$ cat config.mk
export PLATFORM = sky130hd
export DESIGN_NAME = load_store_unit
export DESIGN_NICKNAME = d
export VERILOG_FILES = /design/src/rtl/load_store_unit.sv
export SDC_FILE = /design/constraint.sdc
export NUM_CORES = 1
export LEC_CHECK = 0
export ABC_AREA = 1
export BUFFER_PORTS_ARGS = -buffer_cell sky130_fd_sc_hd__buf_4
export CORE_MARGIN = 2
export CORE_UTILIZATION = 55
export CTS_CLUSTER_SIZE = 30
export DETAILED_ROUTE_END_ITERATION = 6
export PLACE_DENSITY = 0.94
export SYNTH_ARGS = -nofsm -noshare
export SYNTH_HDL_FRONTEND = slang
export SYNTH_SLANG_ARGS = --single-unit
$ cat constraint.sdc
create_clock -name i_clk -period 2.6 [get_ports i_clk]
set_input_delay 0.26 -clock i_clk [delete_from_list [all_inputs] [get_ports i_clk]]
set_output_delay 0.26 -clock i_clk [all_outputs]
set_load 0.02 [all_outputs]
$ cat src/rtl/load_store_unit.sv
// load_store_unit: RV32I byte/half/word load-store sequencer; word-crossing
// accesses take two memory cycles or are flagged, depending on ALLOW_MISALIGN.
module load_store_unit #(
    parameter bit ALLOW_MISALIGN = 1'b1
) (
    input  logic        i_clk,
    input  logic        i_rst_n,
    input  logic        i_req,
    input  logic        i_we,
    input  logic [2:0]  i_funct3,
    input  logic [31:0] i_addr,
    input  logic [31:0] i_wdata,
    output logic        o_busy,
    output logic        o_done,
    output logic        o_err,
    output logic [31:0] o_rdata,
    output logic [31:0] o_mem_addr,
    output logic [31:0] o_mem_wdata,
    output logic [3:0]  o_mem_bmask,
    output logic        o_mem_wren,
    input  logic [31:0] i_mem_rdata
);
    typedef enum logic [1:0] {IDLE, ACC0, ACC1, DONE} state_t;
    state_t      state, state_nxt;
    logic        we_q, err_q;
    logic [2:0]  f3_q;
    logic [31:0] addr_q, wdata_q, w0;
    logic        bad_f3, misaligned, illegal, acc, hi, split;
    logic [3:0]  smask;
    logic [7:0]  m8;
    logic [63:0] s64, win;
    logic [31:0] base, r, ext;

    always_comb begin
        bad_f3 = i_we ? (i_funct3[2] || i_funct3 == 3'b011)
                      : (i_funct3 == 3'b011 || i_funct3[2:1] == 2'b11);
        misaligned = (i_funct3[1:0] == 2'b01 && i_addr[0]) ||
                     (i_funct3[1:0] == 2'b10 && i_addr[1:0] != 2'b00);
        illegal = bad_f3 || (!ALLOW_MISALIGN && misaligned);
        smask = f3_q[1] ? 4'b1111 : f3_q[0] ? 4'b0011 : 4'b0001;
        m8 = {4'b0000, smask} << addr_q[1:0];
        s64 = {32'b0, wdata_q} << {addr_q[1:0], 3'b000};
        split = |m8[7:4];
        base = {addr_q[31:2], 2'b00};
        acc = state == ACC0 || state == ACC1;
        hi = state == ACC1;
        // load window built from the word arriving this cycle, so o_rdata is valid alongside o_done
        win = hi ? {i_mem_rdata, w0} : {32'b0, i_mem_rdata};
        r = win[{1'b0, addr_q[1:0], 3'b000} +: 32];
        ext = f3_q[1] ? r
            : f3_q[0] ? {{16{r[15] & ~f3_q[2]}}, r[15:0]}
                      : {{24{r[7] & ~f3_q[2]}}, r[7:0]};
        state_nxt = state == IDLE ? (i_req ? (illegal ? DONE : ACC0) : IDLE)
                  : state == ACC0 ? (split ? ACC1 : DONE)
                  : state == ACC1 ? DONE : IDLE;
        o_busy = state != IDLE;
        o_done = state == DONE;
        o_err = o_done && err_q;
        o_mem_addr = acc ? base + (hi ? 32'd4 : 32'd0) : 32'b0;
        o_mem_wdata = acc ? (hi ? s64[63:32] : s64[31:0]) : 32'b0;
        o_mem_bmask = acc ? (hi ? m8[7:4] : m8[3:0]) : 4'b0;
        o_mem_wren = acc && we_q;
    end

    always_ff @(posedge i_clk or negedge i_rst_n) begin
        if (!i_rst_n) begin
            state <= IDLE;
            we_q <= 1'b0;
            err_q <= 1'b0;
            f3_q <= 3'b0;
            addr_q <= 32'b0;
            wdata_q <= 32'b0;
            w0 <= 32'b0;
            o_rdata <= 32'b0;
        end else begin
            state <= state_nxt;
            if (state == IDLE && i_req) begin
                we_q <= i_we;
                f3_q <= i_funct3;
                addr_q <= i_addr;
                wdata_q <= i_wdata;
                err_q <= illegal;
                if (illegal && !i_we)
                    o_rdata <= 32'b0;
            end
            if (state == ACC0)
                w0 <= i_mem_rdata;
            if (acc && state_nxt == DONE && !we_q)
                o_rdata <= ext;
        end
    end
endmodule

-- Word-level counts from Yosys, hierarchy flattened
Cells that the tools add are included.
- bitwise gates (word level): 3
- add/subtract/negate cells: 1
- reductions and logical operators: 17
- multiplexer cells: 21
- equality and inequality tests: 6
- shifts and indexed selects: 3
- operators with widths (cell ; number):
    32-bit two-way mux ; 8
    64-bit two-way mux ; 1
    64-bit by 6-bit variable part select with 32-bit output ; 1
    32-bit by 5-bit left shift with 64-bit output ; 1
    32-bit by 3-bit adder with 32-bit output ; 1
    2-bit two-way mux ; 6
    4-bit two-way mux ; 3
    2-bit equality test, second input constant ; 4
    4-bit by 2-bit left shift with 8-bit output ; 1
    1-bit logical AND ; 6
    2-bit nonzero test ; 3
    4-bit OR reduction ; 1
    3-bit by 2-bit equality test with 1-bit output, second input constant ; 1
    1-bit logical OR ; 3
    3-bit two-way mux ; 1
    1-bit bitwise AND ; 2
    2-bit by 1-bit equality test with 1-bit output, second input constant ; 1
    1-bit zero test ; 2
    2-bit zero test ; 1
    1-bit two-way mux ; 2
    2-bit AND reduction ; 1
    1-bit inverter ; 1
- logic and storage cells: 59
- output and inout bits: 104
- bits of input ports: 103
- register bits: 135

-- Depth between registers and ports, before layout
Gate-level depths: netlist of the first run.
- depth after elaboration: 12
- depth in mapped cells: 15
- gate-level depth less buffers: 15

-- Worst setup path after synthesis of the first run
No wires, ideal clock.
- path type: reg-to-output
- start: register state[0]
- end: output o_mem_addr[24]
- path buffers: 0
- data required time: 2340 ps
- cell stages (with the launch flop): 15
- path slack: 368 ps
- arrival: 1972 ps
- cells stage by stage: dfrtp_1 > inv_1 > ha_1 > ha_1 > ha_1 > nand2_1 > inv_1 > nand2_1 > nor2_1 > nand2_1 > inv_1 > nand3b_1 > nand2_1 > nand2_1 > nor2_1
- cells in the longest elaborated chain, start to end: 4
- elaborated cells between the ends (all ways): 6
- those cells by class: add/sub: 1; eq/ne: 2; mux: 2; reduce/logical: 1
- ends and longest elaborated chain (element ; RTL line ; source):
    start: declaration ; 24 ; state_t state, state_nxt;
    start signal: assignment ; 76 ; state <= state_nxt;
    2-bit equality test ; 45, 46 ;
    3-bit two-way mux ; 59 ; o_mem_addr = acc ? base + (hi ? 32'd4 : 32'd0) : 32'b0;
    32-bit by 3-bit adder with 32-bit output ; 59 ;
    32-bit two-way mux * ; 59 ;
    end: declaration ; 17 ; output logic [31:0] o_mem_addr,
Mark *: on every way between the ends. The rest lies on a longest branch, timed or not.

-- Worst setup path in the final report of the first run
- start: register state[1]
- end: output o_mem_bmask[1]
- cells in the longest elaborated chain, start to end: 3
- elaborated cells between the ends (all ways): 5
- those cells by class: eq/ne: 2; mux: 2; reduce/logical: 1
- ends and longest elaborated chain (element ; RTL line ; source):
    2-bit equality test or 2-bit by 1-bit equality test with 1-bit output (tied branches) ; 45, 46 ;
    4-bit two-way mux or 1-bit logical OR (tied branches) ; 61, 45 ;
    4-bit two-way mux * ; 61 ; o_mem_bmask = acc ? (hi ? m8[7:4] : m8[3:0]) : 4'b0;
    end: declaration ; 19 ; output logic [3:0] o_mem_bmask,
Marked as above.

==> results.json, run 1 <==
{
  "ys_seq_area_share_pct": 39.54,
  "irDropWorstVdd_v": 0.0009358,
  "yosysUniqueCellTypes": 40,
  "path_class": "reg -> out",
  "drtAntennaViolNets": 0,
  "powerDensity_nw_per_um2": 1469,
  "worst_slack_ps": 38.82,
  "hold_path_depth": 3,
  "syn_inst": 1291,
  "clkSlewWorstSetupHoldPaths_ps": 60,
  "fin_crit_sh_pct": 98.51,
  "rsz0062_at_grt": "yes",
  "drv_cap": 0,
  "crit_arrival_ps": 2300,
  "numClockSinks": 135,
  "dpl_worst_slack_ps": 176.5,
  "grt_pass1_vias": 8885,
  "wl_per_cell_um": 16.56,
  "r2r_cells": 10,
  "globalplace.congestion": 0.9676,
  "finalInstanceArea_um2": 11130,
  "fmax_mhz": 390.4,
  "grt_usage_pct": 33.59,
  "rows": 45,
  "grt_overflow_total": 0,
  "clk_latency_ps": 430,
  "totalWireLength_mm": 27.90,
  "core_area_um2": 15200,
  "crit_path_start_kind": "flop",
  "use_met2_pct": 54.04,
  "antenna_found_initial": 0,
  "dp_hpwl_mm": 19.71,
  "leakagePower_nw": 5.825,
  "syn_area_per_cell_um2": 6.618,
  "fill_cells": 1200,
  "fin_setup_tns_ps": 0,
  "cts_root_buffer": "clkbuf_16",
  "yosys.area.top_type": "dfrtp_1",
  "yosys.area.top_type_share_pct": 39.54,
  "hold_path_startpoint": "i_addr[18]",
  "cts_max_level": 4,
  "floorplan.initialDensity_pct": 56.20,
  "crit_required_ps": 2340,
  "async_flop_share_pct": 100.0,
  "reg2reg_to": "o_rdata[29]",
  "min_path_type": "in -> reg",
  "dr.pass1.iters": 7,
  "grt_first_pass_wirelength_mm": 43.68,
  "grt_use_met1_pct": 44.65,
  "status": "finished clean",
  "finalMaxSlewViolations": 0,
  "place_area_um2": 10200,
  "p_switching_mw": 8.149,
  "synthFlopType": "dfrtp_1",
  "grt_start_max_net_pins": 99,
  "syn_to_final_growth_pct": 30.29,
  "portBuffers": 204,
  "whs_endpoint": "addr_q[18]",
  "combinationalPowerShare_pct": 60.7,
  "fin_skew_ps": 7.952,
  "grtUsageMet3_pct": 6.362,
  "r2r_slack_ps": 360,
  "drcViolationCount": 0,
  "synth.area.top_cells": "dfrtp_1 (40%), nand2_1 (25%), o21ai_0 (7.1%), inv_1 (4.1%), nand3_1 (3.5%)",
  "ctsLongestPathBuffers": 2,
  "synth_edf_count": 0,
  "drt_iter0_drc": 1200,
  "power_switching_share_pct": 49.85,
  "power.share.clock_pct": 15.5,
  "synth_seq_cells": 135,
  "ios": 207,
  "route.vias.total": 9577,
  "cts_tree": "yes",
  "ys_warn_count": 0,
  "internal-power_mw": 8.198,
  "drive_gt1_share_pct": 22.18,
  "cts_inserted_buffers": 17,
  "die_w_um": 128.6,
  "busiest_layer": "met2",
  "nets": 1593,
  "die_area_um2": 16550,
  "cp_max_fo": 11,
  "r2r_start": "state[1]",
  "seq_power_share_pct": 23.8,
  "timing.final.hold_violations": 0,
  "total_power_mw": 16.35,
  "die_y_um": 128.6,
  "antenna_cells": 0,
  "fin_crit_ps": 2561,
  "end_kind": "primary output",
  "viasPerCell": 5.684,
  "syn_area_um2": 8543,
  "final-setup-viol-count": 0
}
[power groups by stage]
stage	Combinational (mW)	Sequential, mW	Clock [mW]
floorplan	6.08	3.83	0
global placement	9.10	3.82	0
detailed placement	9.28	3.84	0
CTS	9.48	3.83	2.54
global route	10.8	3.99	2.64
finish	9.93	3.89	2.53
[worst max-delay path, cell delays in order (launching register included)]
cell,delay [ps]
dfrtp_1,400
inv_1,80
ha_1,370
clkinvlp_4,200
nor2_1,130
buf_4,190
o21ai_1,140
o32ai_2,170
buf_4,200
[layer usage]
metal | wire length, um | share of wire, %
met3 | 2502 | 9.0
met4 | 1132 | 4.1
met5 | 0 | 0
met2 | 12940 | 46
met1 | 11330 | 41
[flip-flops by register name, indices dropped and copies added, names as in the netlist]
signal   cells
f3_q         3
o_rdata     32
we_q         1
err_q        1
wdata_q     32
w0          32
addr_q      32
state        2
[timing repair]
item                                   in CTS  in global routing
setup endpoints to repair                  34                 42
cloned                                      1                  1
hold buffers                                1                  0
buffers inserted                            2                  7
endpoints found under the hold margin      40                  0
resized for setup                          18                 31
pin swaps                                   1                  4
[Yosys cell counts, drive strengths merged, types with 2 or more instances]
cell and instances:
a21oi 55, a221oi 10, a22oi 7, a31oi 2
buf 42, clkbuf 32, dfrtp 135, ha 6
inv 97, nand2 575, nand3 60, nand4 6
nor2 81, nor3 13, o2111ai 5, o211ai 5
o21ai 137, o22ai 4, o32ai 2, xor2 8
[placed cells by master, fill, tap and decap left out, types with 3 or more instances in the layout]
| master | synthesis | layout |
|---|---|---|
| o211ai_1 | 5 | 5 |
| inv_1 | 93 | 89 |
| o2111ai_1 | 5 | 5 |
| nand2_2 | 4 | 8 |
| xor2_1 | 8 | 8 |
| clkbuf_16 | 0 | 18 |
| nand2_4 | 0 | 3 |
| clkinvlp_4 | 0 | 3 |
| dfrtp_1 | 135 | 133 |
| nand2_1 | 571 | 564 |
| a21oi_1 | 54 | 53 |
| nand3_1 | 59 | 58 |
| clkinv_2 | 0 | 3 |
| buf_4 | 12 | 238 |
| nor2_4 | 4 | 8 |
| buf_12 | 0 | 3 |
| a221oi_1 | 10 | 9 |
| clkbuf_8 | 0 | 3 |
| ha_4 | 0 | 3 |
| o21ai_2 | 10 | 11 |
| bufinv_16 | 0 | 3 |
| nand4_1 | 6 | 6 |
| a22oi_1 | 7 | 7 |
| inv_2 | 4 | 4 |
| nor3_1 | 13 | 13 |
| o21ai_1 | 5 | 6 |
| ha_1 | 6 | 3 |
| o21ai_0 | 122 | 120 |
| nor2_2 | 0 | 3 |
| nor2_1 | 77 | 70 |
| o22ai_1 | 4 | 3 |
[cell families after synthesis]
kind of cell,count (synthesis),share of synthesized area [%]
adder cells (fa/ha/maj),6,0.8787
buffers and inverters,172,9.007
AND/OR/NAND/NOR,738,34.30
XOR/XNOR,9,0.9227
other,1,0.04389
flip-flops,135,39.54
AO/OA/AOI/OAI,229,15.19
multiplexers,1,0.1172
[cell type report]
cell class	count	area, um2	share of cell area [%]
clock inverter	11	146.4	1.315
timing repair buffer	247	1964	17.65
tap	188	235.2	2.113
inverter	98	384.1	3.451
clock buffer	21	470.5	4.227
sequential	135	3383	30.40
multi-input combinational	985	4547	40.85
[worst max path at each step]
stage                   from              to  depth (start not counted)
floorplan           state[0]  o_mem_addr[24]                         14
detailed placement  state[0]     o_rdata[17]                         12
global placement    state[0]     o_rdata[17]                         12
global route        state[1]  o_mem_bmask[1]                          8
CTS                 state[0]  o_mem_addr[22]                         16
finish              state[1]  o_mem_bmask[1]                          8
[stage by stage]
| step | hold WS, ps | cells | utilization (%) |
|---|---|---|---|
| 2_1_floorplan | -35.59 | 1292 | - |
| 3_3_place_gp | 200.2 | 1641 | 67.11 |
| 3_5_place_dp | 202.4 | 1641 | 67.11 |
| 4_1_cts | 17.42 | 1677 | 71.91 |
| 5_1_grt | 28.55 | 1685 | 73.22 |
| 6_report | 23.84 | 1685 | 73.22 |
Note: power is estimated with default switching activity, not from simulation.
==> run 2, diff against run 1 <==
CORE_UTILIZATION = 49   (was 55)
PLACE_DENSITY = 0.89   (was 0.94)
clock period = 2.1 ns   (was 2.6 ns; I/O delays follow)
==> results.json, run 2 (same netlist as run 1, synthesis figures left out) <==
{
  "status": "finished with violations",
  "violations": "DRC, hold timing, setup timing",
  "crit_arrival_ps": 2470,
  "final-setup-viol-count": 102,
  "rows": 48,
  "cpMaxStageDelayCell": "dfrtp_1",
  "path_class": "reg -> out",
  "fmax_mhz": 373.1,
  "rsz0062_at_grt": "yes",
  "mostFrequentLayoutCells": "nand2_1 (502), buf_4 (247), dfrtp_1 (132)",
  "totalWireLength_mm": 42.26,
  "cts_tree": "yes",
  "cts_max_level": 4,
  "ctsLongestPathBuffers": 2,
  "die_area_um2": 18510,
  "grt_start_max_net_pins": 99,
  "cpMostUsedCell": "ha_4",
  "final_common_cell": "nand2_1",
  "core_area_um2": 17180,
  "antenna_found_initial": 1,
  "timing.final.hold_violations": 3,
  "die_y_um": 136.0,
  "crit_path_start_kind": "flop",
  "fin_skew_ps": 14.63,
  "max_slew_margin_pct": 59.20,
  "nets": 1730,
  "min_path_type": "in -> reg",
  "viasPerCell": 6.436,
  "dr.pass1.iters": 7,
  "cpPeakStageDelay_ps": 410,
  "grt_first_pass_wirelength_mm": 52.40,
  "hold_slack_ps": -12.05,
  "worstMarginPinSlew_ps": 605.6,
  "cp_cell_sequence": "inv_2, ha_4, ha_4, ha_4, nand2_4, inv_4, nand2_4, nor2_4, nand2_2, inv_2, nand3b_1, nand2_1, nand2_1, nor2_2, buf_4",
  "grt_usage_pct": 36.57,
  "leakagePower_nw": 6.762,
  "portBuffers": 204,
  "grt_pass1_vias": 10190,
  "cp_max_fo": 3,
  "route.vias.total": 11960,
  "worst_slack_ps": -579.9,
  "finalMaxSlewViolations": 0,
  "grt_overflow_total": 0,
  "clk_latency_ps": 450,
  "ios": 207,
  "dp_hpwl_mm": 20.20,
  "powerDensity_nw_per_um2": 1946,
  "globalplace.congestion": 0.9514,
  "finalInstanceArea_um2": 13590,
  "drtAntennaViolNets": 0,
  "fin_util_pct": 79.10,
  "fill_cells": 1005,
  "drive_gt1_share_pct": 36.80,
  "syn_to_final_growth_pct": 59.04,
  "end_kind": "primary output",
  "numClockSinks": 135,
  "wl_per_cell_um": 22.73,
  "irDropWorstVdd_v": 0.001166,
  "floorplan.initialDensity_pct": 49.74,
  "fin_crit_sh_pct": 127.6,
  "drv_cap": 0,
  "crit_required_ps": 1890,
  "die_w_um": 136.0,
  "drcViolationCount": 38,
  "drt_iter0_drc": 2069,
  "clkSlewWorstSetupHoldPaths_ps": 70,
  "cts_inserted_buffers": 17,
  "cts_root_buffer": "clkbuf_16",
  "place_area_um2": 10490,
  "fin_crit_ps": 2680
}
==> run 2: cell types whose count changed in the layout (fill, tap and decap cells not counted), moves of 17 or more <==
cell           change
o21ai_0           -27
nand2_2           +49
inv_1             -19
nand3_1           -17
nand2_1           -62
a21oi_2           +24
dlygate4sd3_1     +49
o21ai_2           +18
a21oi_1           -24
buf_6             +54
==> run 2: final timing paths <==
path | endpoint | start | slack, ps | depth (start not counted)
worst max register to register | state[1] | state[0] | -410 | 16
worst min register to register | w0[21] | w0[21] | 470 | 2
max in group asynchronous | addr_q[0] | i_rst_n | 1140 | 3
min in group asynchronous | w0[0] | i_rst_n | 270 | 2
worst min-delay path | addr_q[6] | i_addr[6] | -10 | 3
worst max-delay path | o_mem_addr[24] | state[0] | -580 | 15
==> run 2: area by class of cell <==
cell class / count / area [um2] / share of cell area, %
tap: 225 / 281.5 / 2.072
timing repair buffer: 382 / 3583 / 26.37
inverter: 98 / 404.1 / 2.974
multi-input combinational: 987 / 5399 / 39.74
sequential: 135 / 3382 / 24.89
clock buffer: 20 / 456.7 / 3.361
clock inverter: 11 / 77.57 / 0.5710
antenna: 1 / 2.502 / 0.01842
==> run 2: worst max-delay path: cells and delay by family (launching register included) <==
kind | cells | cell delay, ps
buf+inv | 4 | 400
flops | 1 | 410
fa+ha+maj | 3 | 460
simple gates | 8 | 750
==> run 2: stage by stage <==
step	setup WS [ps]	setup TNS (ps)	power, mW	hold WS [ps]	cells
global route	-632.6	-35940	27.21	1.815	1859
CTS	-344.5	-13020	21.57	1.188	1822
finish	-579.9	-34280	26.43	-12.05	1859
floorplan	-3.578	-3.578	12.29	-85.59	1292
global placement	-87.93	-585.8	16.50	155.7	1706
detailed placement	-176.2	-4903	16.74	159.6	1706
==> run 2: what timing repair did <==
| item | in CTS | in global routing |
|---|---|---|
| cloned | 8 | 8 |
| setup endpoints to repair | 96 | 103 |
| setup buffers | 29 | 36 |
| pin swaps | 30 | 54 |
| hold buffers | 50 | 0 |
| hold endpoints to repair | 90 | 0 |
| resized for setup | 151 | 240 |
==> run 2: power by group <==
group          internal, mW  total [mW]  switching, mW
clock network          1.56        2.81           1.25
registers              3.83        5.01           1.18
logic                  7.21        18.6           11.4
total                  12.6        26.4           13.8
==> run 2: layer usage <==
metal  track usage (%)  vias up  part of all wire, %
li1                  -     4799                    -
met1             43.82     5335                   33
met2             60.36     1345                   44
met3             8.986      485                   14
met4             20.14        0                   10
met5                 0        -                    0
==> run 3, diff against run 2 <==
ABC_AREA = not set   (was 1)
==> results.json, run 3 <==
{
  "mostFrequentLayoutCells": "buf_4 (251), dfrtp_1 (132), mux2_2 (113)",
  "viasPerCell": 6.392,
  "cp.buffers_inverters": 5,
  "synth_seq_cells": 135,
  "fin_skew_ps": 8.515,
  "drv_cap": 0,
  "r2r_slack_ps": -270,
  "syn_to_final_growth_pct": 54.82,
  "wl_per_cell_um": 24.18,
  "antenna_found_initial": 0,
  "syn_inst": 768,
  "yosys.area.top_type": "dfrtp_1",
  "fill_cells": 941,
  "cts_root_buffer": "clkbuf_16",
  "path_delay_family": "buffers and inverters",
  "grt_first_pass_wirelength_mm": 42.99,
  "route.vias.total": 8335,
  "cpMostUsedCell": "buf_6",
  "status": "finished with violations",
  "hold_path_startpoint": "i_wdata[25]",
  "violations": "setup timing",
  "path_depth": 10,
  "cp_cell_sequence": "ha_4, buf_4, buf_12, buf_8, and2_4, buf_6, a22o_1, a22oi_2, nor2_2, buf_6",
  "totalWireLength_mm": 31.53,
  "grt_usage_pct": 31.09,
  "synthFlopType": "dfrtp_1",
  "antenna_cells": 0,
  "cp-endpoint": "o_mem_wdata[17]",
  "cts_max_level": 4,
  "async_flop_share_pct": 100.0,
  "timing.final.hold_violations": 0,
  "startpoint": "state[1]",
  "finalMaxSlewViolations": 0,
  "irDropWorstVdd_v": 0.001335,
  "grt_overflow_total": 0,
  "crit_path_start_kind": "flop",
  "drive_gt1_share_pct": 57.10,
  "numClockSinks": 135,
  "min_path_type": "in -> reg",
  "cpMaxStageDelayCell": "dfrtp_1",
  "globalplace.congestion": 0.8534,
  "grt_pass1_vias": 8004,
  "synthTopCellsByCount": "dfrtp_1 (135), mux2_2 (113), nor2_1 (60), mux2i_1 (54), nand3_1 (42)",
  "max_slew_margin_pct": 39.64,
  "final_common_cell": "buf_4",
  "syn_area_um2": 8217,
  "ctsLongestPathBuffers": 2,
  "r2r_start": "state[1]",
  "ios": 207,
  "floorplan.initialDensity_pct": 49.90,
  "fmax_mhz": 384.5,
  "portBuffers": 204,
  "r2r_cells": 10,
  "cts_tree": "yes",
  "worstMarginPinSlew_ps": 902.1,
  "synth_edf_count": 0,
  "rows": 47,
  "yosys.area.top_type_share_pct": 41.11,
  "clk_latency_ps": 440,
  "core_area_um2": 16470,
  "die_y_um": 133.5,
  "place_area_um2": 10590,
  "yosysMostFrequentCell": "dfrtp_1",
  "drt_iter0_drc": 852,
  "ys_seq_area_share_pct": 41.11,
  "dr.pass1.iters": 6,
  "fin_crit_ps": 2601,
  "final-setup-viol-count": 88,
  "finalInstanceArea_um2": 12720,
  "rsz0062_at_grt": "yes",
  "powerDensity_nw_per_um2": 1929,
  "worst_slack_ps": -501.0,
  "reg2reg_to": "o_rdata[19]",
  "drcViolationCount": 0,
  "fin_crit_sh_pct": 123.9,
  "clkSlewWorstSetupHoldPaths_ps": 60,
  "dpl_worst_slack_ps": -57.66,
  "grt_start_max_net_pins": 57,
  "crit_required_ps": 1890,
  "cts_inserted_buffers": 17,
  "cp_max_fo": 7,
  "nets": 1180,
  "drtAntennaViolNets": 0,
  "ys_warn_count": 0,
  "dp_hpwl_mm": 17.67,
  "die_area_um2": 17820,
  "leakagePower_nw": 5.573,
  "end_kind": "primary output",
  "syn_area_per_cell_um2": 10.70,
  "path_class": "reg -> out",
  "die_w_um": 133.5,
  "crit_arrival_ps": 2390,
  "yosysUniqueCellTypes": 50,
  "cpPeakStageDelay_ps": 430,
  "synth.area.top_cells": "dfrtp_1 (41%), mux2_2 (15%), mux2i_1 (6.6%), mux4_2 (3.8%), nor2_1 (2.7%)"
}
## run 3: changes by cell type after synthesis, sizes merged, moves of 18 or more
cell / before / now
a211oi: 0 / 20
a21oi: 55 / 31
and2: 0 / 23
inv: 97 / 9
mux2: 0 / 113
mux2i: 1 / 54
nand2: 575 / 35
nand3: 60 / 42
nor2: 81 / 61
o21ai: 137 / 28
## run 3: worst min path at each step
stage / to / cells after the start
3_3_place_gp: o_rdata[4] / 1
2_1_floorplan: addr_q[0] / 0
3_5_place_dp: o_rdata[4] / 1
4_1_cts: wdata_q[29] / 2
5_1_grt: addr_q[10] / 2
6_report: wdata_q[25] / 2
## run 3: worst register-to-register path: cells and delay by family, from the launching register on
family,cells,cell delay (ps)
flops,1,430
fa+ha+maj,1,200
buf+inv,4,510
compound gates,2,680
simple gates,2,280
mux,1,190
## run 3: repair_timing
| item | CTS | global route |
|---|---|---|
| pin swaps | 20 | 86 |
| setup endpoints to repair | 87 | 88 |
| resized for setup | 64 | 136 |
| buffers inserted | 6 | 24 |
| cloned | 1 | 6 |
| endpoints found under the hold margin | 75 | 0 |
| hold buffers | 24 | 0 |
## run 3: stage by stage
step / hold WS, ps / util (%) / power [mW] / instances / setup TNS [ps]
detailed placement: 211.9 / 64.34 / 17.62 / 1213 / -1349
CTS: 0.1423 / 71.52 / 21.55 / 1276 / -16690
global placement: 215.6 / 64.34 / 17.23 / 1213 / -75.75
global route: 3.769 / 77.26 / 25.38 / 1304 / -30050
floorplan: -85.59 / - / 12.94 / 769 / 0
finish: 6.075 / 77.26 / 24.54 / 1304 / -25750
## run 3: layout make-up
cell class              count  area (um2)  share of cell area (%)
multi-input cells         563        5348                   42.04
inverters                   9       48.80                  0.3836
clock inverters            11       125.1                  0.9836
repair buffers            345        3089                   24.28
flip-flops and latches    135        3385                   26.61
well taps                 220       275.3                   2.164
clock buffers              21       450.4                   3.541
## run 3: power by group
group / internal, mW / switching, mW / leakage [nW]
Sequential: 3.89 / 1.26 / 1.63
Clock: 1.78 / 1.21 / 0.266
Combinational: 7.66 / 8.74 / 3.68
Total: 13.3 / 11.2 / 5.57
## run 3: cells by family after synthesis
| family | Yosys count | share of synthesized area (%) |
|---|---|---|
| flip-flops | 135 | 41.11 |
| multiplexers | 181 | 25.90 |
| adder cells (fa/ha/maj) | 6 | 0.9136 |
| AND/OR/NAND/NOR | 194 | 11.44 |
| other | 1 | 0.04564 |
| buffers and inverters | 72 | 4.157 |
| XOR/XNOR | 23 | 2.452 |
| AO/OA/AOI/OAI | 156 | 13.98 |
## run 3: metal layers
layer	global-route usage (%)	wire, um	part of all wire [%]	vias up
li1	-	-	-	3456
met1	38.22	11370	36	4118
met2	51.83	15740	50	619
met3	7.686	2920	9.3	142
met4	14.24	1499	4.8	0
met5	0	0	0	-
